<file path="src/rtl/cfg_reg_pkg.sv">
// Shared config-register types: filter rule layout, rule field selects and commit FSM states.
// Also holds the helper that applies one field write to a rule.
package cfg_reg_pkg;

  typedef struct packed {
    logic [31:0]  ipv4_addr;
    logic [127:0] ipv6_addr;
    logic [15:0]  port;
  } filter_rule_t;

  typedef enum logic [1:0] {
    FLD_IPV4 = 2'd0,
    FLD_IPV6 = 2'd1,
    FLD_PORT = 2'd2
  } rule_field_e;

  localparam logic [1:0] FLD_RSVD = 2'd3;

  typedef enum logic [1:0] {
    IDLE     = 2'd0,
    WAIT_BND = 2'd1,
    SWAP     = 2'd2
  } commit_state_e;

  // Narrow fields take the LSBs of the 128-bit write data.
  function automatic filter_rule_t rule_set_field(input filter_rule_t r,
                                                  input logic [1:0]   fld,
                                                  input logic [127:0] d);
    filter_rule_t res;
    res = r;
    case (fld)
      FLD_IPV4: res.ipv4_addr = d[31:0];
      FLD_IPV6: res.ipv6_addr = d;
      FLD_PORT: res.port      = d[15:0];
      default:  res           = r;
    endcase
    return res;
  endfunction

endpackage

</file>
<file path="src/rtl/filter_rule_commit_ctrl_axis_pkt_tracker.sv">
// Tracks whether an AXI-stream packet is open from tvalid/tready/tlast taps.
// in_pkt_nxt_o is the state after this cycle's beat; pure observer, never stalls the stream.
module axis_pkt_tracker (
  input  logic clk_i,
  input  logic rst_i,
  input  logic tvalid_i,
  input  logic tready_i,
  input  logic tlast_i,
  output logic in_pkt_o,
  output logic in_pkt_nxt_o
);

  logic in_pkt_q;
  logic in_pkt_d;
  logic beat;

  assign beat = tvalid_i & tready_i;

  always_comb begin
    in_pkt_d = in_pkt_q;
    if (beat) begin
      in_pkt_d = ~tlast_i;
    end
  end

  always_ff @(posedge clk_i) begin
    if (rst_i) begin
      in_pkt_q <= 1'b0;
    end else begin
      in_pkt_q <= in_pkt_d;
    end
  end

  assign in_pkt_o     = in_pkt_q;
  assign in_pkt_nxt_o = in_pkt_d;

endmodule

</file>
<file path="src/rtl/filter_rule_commit_ctrl.sv">
// Shadow/active filter rule store; commit swaps shadow into active at an RX packet boundary.
// Swap lands 1 cycle after commit (or after the closing tlast beat); hold stalls RX during that cycle.
module filter_rule_commit_ctrl
  import cfg_reg_pkg::*;
#(
  parameter int NUM_RULES = 2,
  parameter int IDX_W     = (NUM_RULES > 1) ? $clog2(NUM_RULES) : 1
) (
  input  logic               aclk,
  input  logic               areset,
  input  logic               wr_valid,
  output logic               wr_ready,
  input  logic [IDX_W-1:0]   wr_idx,
  input  logic [1:0]         wr_field,
  input  logic [127:0]       wr_data,
  input  logic               commit_valid,
  output logic               commit_ready,
  input  logic               mon_tvalid,
  input  logic               mon_tready,
  input  logic               mon_tlast,
  output logic               hold,
  output filter_rule_t       active_rules [NUM_RULES],
  output logic               busy,
  output logic [15:0]        commit_count,
  output logic [7:0]         err_count
);

  localparam logic [1:0] ST_IDLE     = IDLE;
  localparam logic [1:0] ST_WAIT_BND = WAIT_BND;
  localparam logic [1:0] ST_SWAP     = SWAP;

  logic [1:0]   state_q, state_d;
  filter_rule_t shadow_q [NUM_RULES];
  filter_rule_t shadow_d [NUM_RULES];
  filter_rule_t active_q [NUM_RULES];
  filter_rule_t active_d [NUM_RULES];
  logic [15:0]  commit_count_q, commit_count_d;
  logic [7:0]   err_count_q, err_count_d;
  logic         busy_q;

  logic in_pkt;
  logic in_pkt_nxt;
  logic wr_hs;
  logic commit_hs;
  logic wr_bad;

  axis_pkt_tracker u_pkt_tracker (
    .clk_i        (aclk),
    .rst_i        (areset),
    .tvalid_i     (mon_tvalid),
    .tready_i     (mon_tready),
    .tlast_i      (mon_tlast),
    .in_pkt_o     (in_pkt),
    .in_pkt_nxt_o (in_pkt_nxt)
  );

  // Handshake outputs decode from state only so upstream valid never loops back into ready.
  assign wr_ready     = (state_q == ST_IDLE);
  assign commit_ready = (state_q == ST_IDLE);
  assign hold         = (state_q == ST_SWAP);

  assign wr_hs     = wr_valid & wr_ready;
  assign commit_hs = commit_valid & commit_ready;
  assign wr_bad    = ({1'b0, wr_idx} >= (IDX_W + 1)'(NUM_RULES)) || (wr_field == FLD_RSVD);

  always_comb begin
    shadow_d = shadow_q;
    for (int i = 0; i < NUM_RULES; i++) begin
      if (wr_hs && !wr_bad && (wr_idx == IDX_W'(i))) begin
        shadow_d[i] = rule_set_field(shadow_q[i], wr_field, wr_data);
      end
    end
  end

  // The swap copies shadow_q, so a write accepted alongside the commit is already in it.
  always_comb begin
    active_d = active_q;
    if (state_q == ST_SWAP) begin
      active_d = shadow_q;
    end
  end

  always_comb begin
    err_count_d = err_count_q;
    if (wr_hs && wr_bad && (err_count_q != 8'hFF)) begin
      err_count_d = err_count_q + 8'd1;
    end
  end

  always_comb begin
    state_d        = state_q;
    commit_count_d = commit_count_q;
    case (state_q)
      ST_IDLE: begin
        if (commit_hs) begin
          state_d = in_pkt_nxt ? ST_WAIT_BND : ST_SWAP;
        end
      end
      ST_WAIT_BND: begin
        if (!in_pkt_nxt) begin
          state_d = ST_SWAP;
        end
      end
      ST_SWAP: begin
        state_d        = ST_IDLE;
        commit_count_d = commit_count_q + 16'd1;
      end
      default: state_d = ST_IDLE;
    endcase
  end

  always_ff @(posedge aclk) begin
    if (areset) begin
      state_q        <= ST_IDLE;
      commit_count_q <= '0;
      err_count_q    <= '0;
      busy_q         <= 1'b0;
      for (int i = 0; i < NUM_RULES; i++) begin
        shadow_q[i] <= '0;
        active_q[i] <= '0;
      end
    end else begin
      state_q        <= state_d;
      commit_count_q <= commit_count_d;
      err_count_q    <= err_count_d;
      busy_q         <= (state_d != ST_IDLE);
      shadow_q       <= shadow_d;
      active_q       <= active_d;
    end
  end

  assign active_rules = active_q;
  assign busy         = busy_q;
  assign commit_count = commit_count_q;
  assign err_count    = err_count_q;

  // A commit only waits while a packet is actually open.
  assert property (@(posedge aclk) disable iff (areset)
    (state_q == ST_WAIT_BND) |-> in_pkt);

endmodule

</file>
<file path="config.mk">
export PLATFORM = sky130hd
export DESIGN_NAME = filter_rule_commit_ctrl
export DESIGN_NICKNAME = d
export VERILOG_FILES = /design/src/rtl/cfg_reg_pkg.sv /design/src/rtl/filter_rule_commit_ctrl_axis_pkt_tracker.sv /design/src/rtl/filter_rule_commit_ctrl.sv
export SDC_FILE = /design/constraint.sdc
export NUM_CORES = 1
export LEC_CHECK = 0
export CAP_MARGIN = 15
export CORE_ASPECT_RATIO = 1.4
export CORE_MARGIN = 8
export CORE_UTILIZATION = 35
export DETAILED_ROUTE_END_ITERATION = 6
export SYNTH_ARGS = -nofsm -noshare
export SYNTH_HDL_FRONTEND = slang
export SYNTH_SLANG_ARGS = --single-unit
</file>
<file path="constraint.sdc">
create_clock -name aclk -period 1.95 [get_ports aclk]
set_clock_uncertainty 0.15 [all_clocks]
set_input_delay 0.195 -clock aclk [delete_from_list [all_inputs] [get_ports aclk]]
set_output_delay 0.195 -clock aclk [all_outputs]
set_load 0.01 [all_outputs]
</file>
==> results.ini <==
[clocking]
clk_path_buf_depth = 3
root_buffer = clkbuf_16
htree_levels = 3
clk_latency_ns = 0.61
cts.clk_slew.worst_paths_ns = 0.06
cts_tree = yes
cts_sinks = 732
numCtsBuffers = 73

[power]
cellPowerDensity_nw_per_um2 = 890
power.leakage_nw = 12.5
irDropWorstVdd_mv = 0.570

[drt]
final_antenna_net_count = 0
drcViolationCount = 2
drt-pass1-iter-count = 7
drt_wl_total_mm = 85.4
num_vias = 22800
vias_per_cell = 4.81
drt-initial-drc-count = 1443
wl_per_cell_um = 18.1

[setup_path]
critPathMaxFanout = 2
critical_path_class = reg -> out
cp-end-kind = output port
cp_slowest_cell = clkdlybuf4s50_1
cp_slowest_stage_delay_ns = 0.64
crit_path_cell_trace = clkdlybuf4s50_1
crit_buf_inv = 1
cp_top_family = buffers and inverters
start_kind = flip-flop
arrival_ns = 1.57
critPathRequiredTime_ns = 1.60
cp.depth = 1
r2r_cells = 5

[synthesis]
synth_top_family_by_area = simple AND/OR/NAND/NOR gates
synth_simple_gate_area_share_pct = 22.4
ys_top_cells_by_area = dfxtp_1, nand2_1, a21oi_1
async_flop_share_pct = 0
synth_fa_ha_area_share_pct = 0.0992
synth_commonest_cells = nand2_1, dfxtp_1, a21oi_1, clkbuf_1, buf_2
synth_mux_area_share_pct = 0.808
avgSynthCellArea_um2 = 7.91
synth_xor_area_share_pct = 0.417
synthFlopType = dfxtp_1
synth_area_um2 = 25200
synthesis.nets = 3331
synth_most_common_cell = nand2_1
synth_top_cell_area_share_pct = 58.1
synth_compound_area_share_pct = 14.1
synth.distinct_cells = 36
yosys_warnings = 0
synth_seq_cells = 732
synth_enable_flop_cells = 0
synth-seq-area-share_pct = 58.1
syn_inst = 3191
synth_top_area_cell = dfxtp_1

[global_route]
grt_pass1_vias = 21800
antenna_found_initial = 2
grt_pass1_wl_mm = 130
grt_max_degree = 124
grt_usage_pct = 20.1
grt_overflow_total = 0

[layout]
area_growth_pct = 39.4
nets = 3874
multi_input_area_um2 = 9620
final_cell_area_um2 = 35200
drive_above_1_share_pct = 6.95
fin_cells = 4730
ff_latch_area_um2 = 14700
final_util_pct = 49.2
fill_cells = 7016

[outcome]
outcome = finished, violations left
violations = DRC

[sta]
clock.fmax_mhz = 522
hold_ws_ns = 0.0443
period_minus_slack_ns = 1.92
grt_setup_unrepaired = yes
worst_slack_ns = 0.0339
fin_crit_sh_pct = 98.3
tightest_slew_ns = 0.672
setup_viol = 0
drv_slew = 0
slew_headroom_pct = 55.2
finalHoldViolations = 0

[floorplan]
placementRows = 116
dieArea_um2 = 81000
core-area_um2 = 71400
dieHeight_um = 334
start_util_pct = 35.3
die_x_um = 243
ioPinCount = 518

[placement]
placed_area_um2 = 32100
gp_congestion = 0.799
io_buffers = 517
dpl_worst_slack_ns = -0.372
place_hpwl_mm = 58.4
placed_cells = 4535

[hold_path]
holdPathStages = 3
hp-class = in -> reg

[job]
drv_cap = 0

[report_power, final]
part	total, mW	leakage, nW	internal, mW	switching [mW]
combinational	2.01	5.47	0.819	1.20
sequential	15.2	5.91	15.1	0.0996
clock	14.0	1.16	8.06	5.97
[routing by layer]
layer  track usage (%)  wire, um
met1              24.7     35600
met2              33.4     41100
met3              4.22      4830
met4              9.77      3890
met5                 0         0
[final timing paths]
check	start	to	slack, ns
setup / recovery	active_rules[173]$_SDFFE_PP0P_	active_rules[173]	0.03
hold / removal	wr_data[62]	shadow_q[254]$_SDFFE_PP0P_	0.04
hold reg to reg	shadow_q[128]$_SDFFE_PP0P_	active_rules[128]$_SDFFE_PP0P_	0.29
setup reg to reg	state_q[0]$_SDFF_PP0_	shadow_q[72]$_SDFFE_PP0P_	0.04
[cells by family (layout without fill, tap and decap cells)]
group | after synthesis | after routing
adder cells (fa/ha/maj) | 2 | 2
AO/OA/AOI/OAI | 707 | 707
XOR/XNOR | 12 | 12
other | 0 | 2
AND/OR/NAND/NOR | 1475 | 1475
buffers and inverters | 243 | 836
flip-flops | 732 | 732
multiplexers | 20 | 20
[worst register-to-register path, cell delays in order, from the launching register on]
cell	delay, ns
dfxtp_1	0.31
or3_4	0.43
or3_4	0.39
buf_12	0.20
nand2_1	0.23
a21oi_1	0.07
[cell type report]
type	instances	share of cell area (%)
Sequential cell	732	41.7
Multi-Input combinational cell	2216	27.4
Timing Repair Buffer	704	20.7
Clock buffer	108	6.23
Tap cell	944	3.36
Clock inverter	17	0.491
Inverter	7	0.0961
Antenna cell	2	0.0142
[registers in the layout, summed over array words and instances, names as in the netlist]
name and count:
u_pkt_tracker.in_pkt_o 1, err_count 8, commit_count 16, shadow_q 352, state_q 2, busy 1, active_rules 352
[cells in the final DEF, fill, tap and decap left out, drive strengths merged, types with 8 or more instances in the layout]
| cell type | count |
|---|---|
| nand3 | 10 |
| dlygate4sd2 | 97 |
| inv | 13 |
| dfxtp | 732 |
| nand4 | 8 |
| nor2 | 37 |
| mux2i | 17 |
| dlygate4sd3 | 61 |
| nor3 | 8 |
| clkdlybuf4s50 | 404 |
| clkbuf | 110 |
| a21oi | 695 |
| nand2 | 1386 |
| buf | 126 |
| dlymetal6s2s | 12 |
| xnor2 | 9 |
[stage by stage]
stage	power [mW]	setup TNS [ns]
floorplan	16.4	0
global placement	17.4	-70.70
detailed placement	17.5	-79.65
CTS	31.7	-0.0356
global route	32.4	-0.0368
finish	31.3	0
[timing repair]
| item | in CTS | in global routing |
|---|---|---|
| resized for setup | 120 | 18 |
| pin swaps | 1 | 0 |
| endpoints found under the setup margin | 195 | 52 |
| hold buffers | 61 | 0 |
| hold endpoints to repair | 176 | 0 |
| buffers inserted | 3 | 2 |
| gates cloned | 1 | 1 |
(Power assumes the default switching activity.)
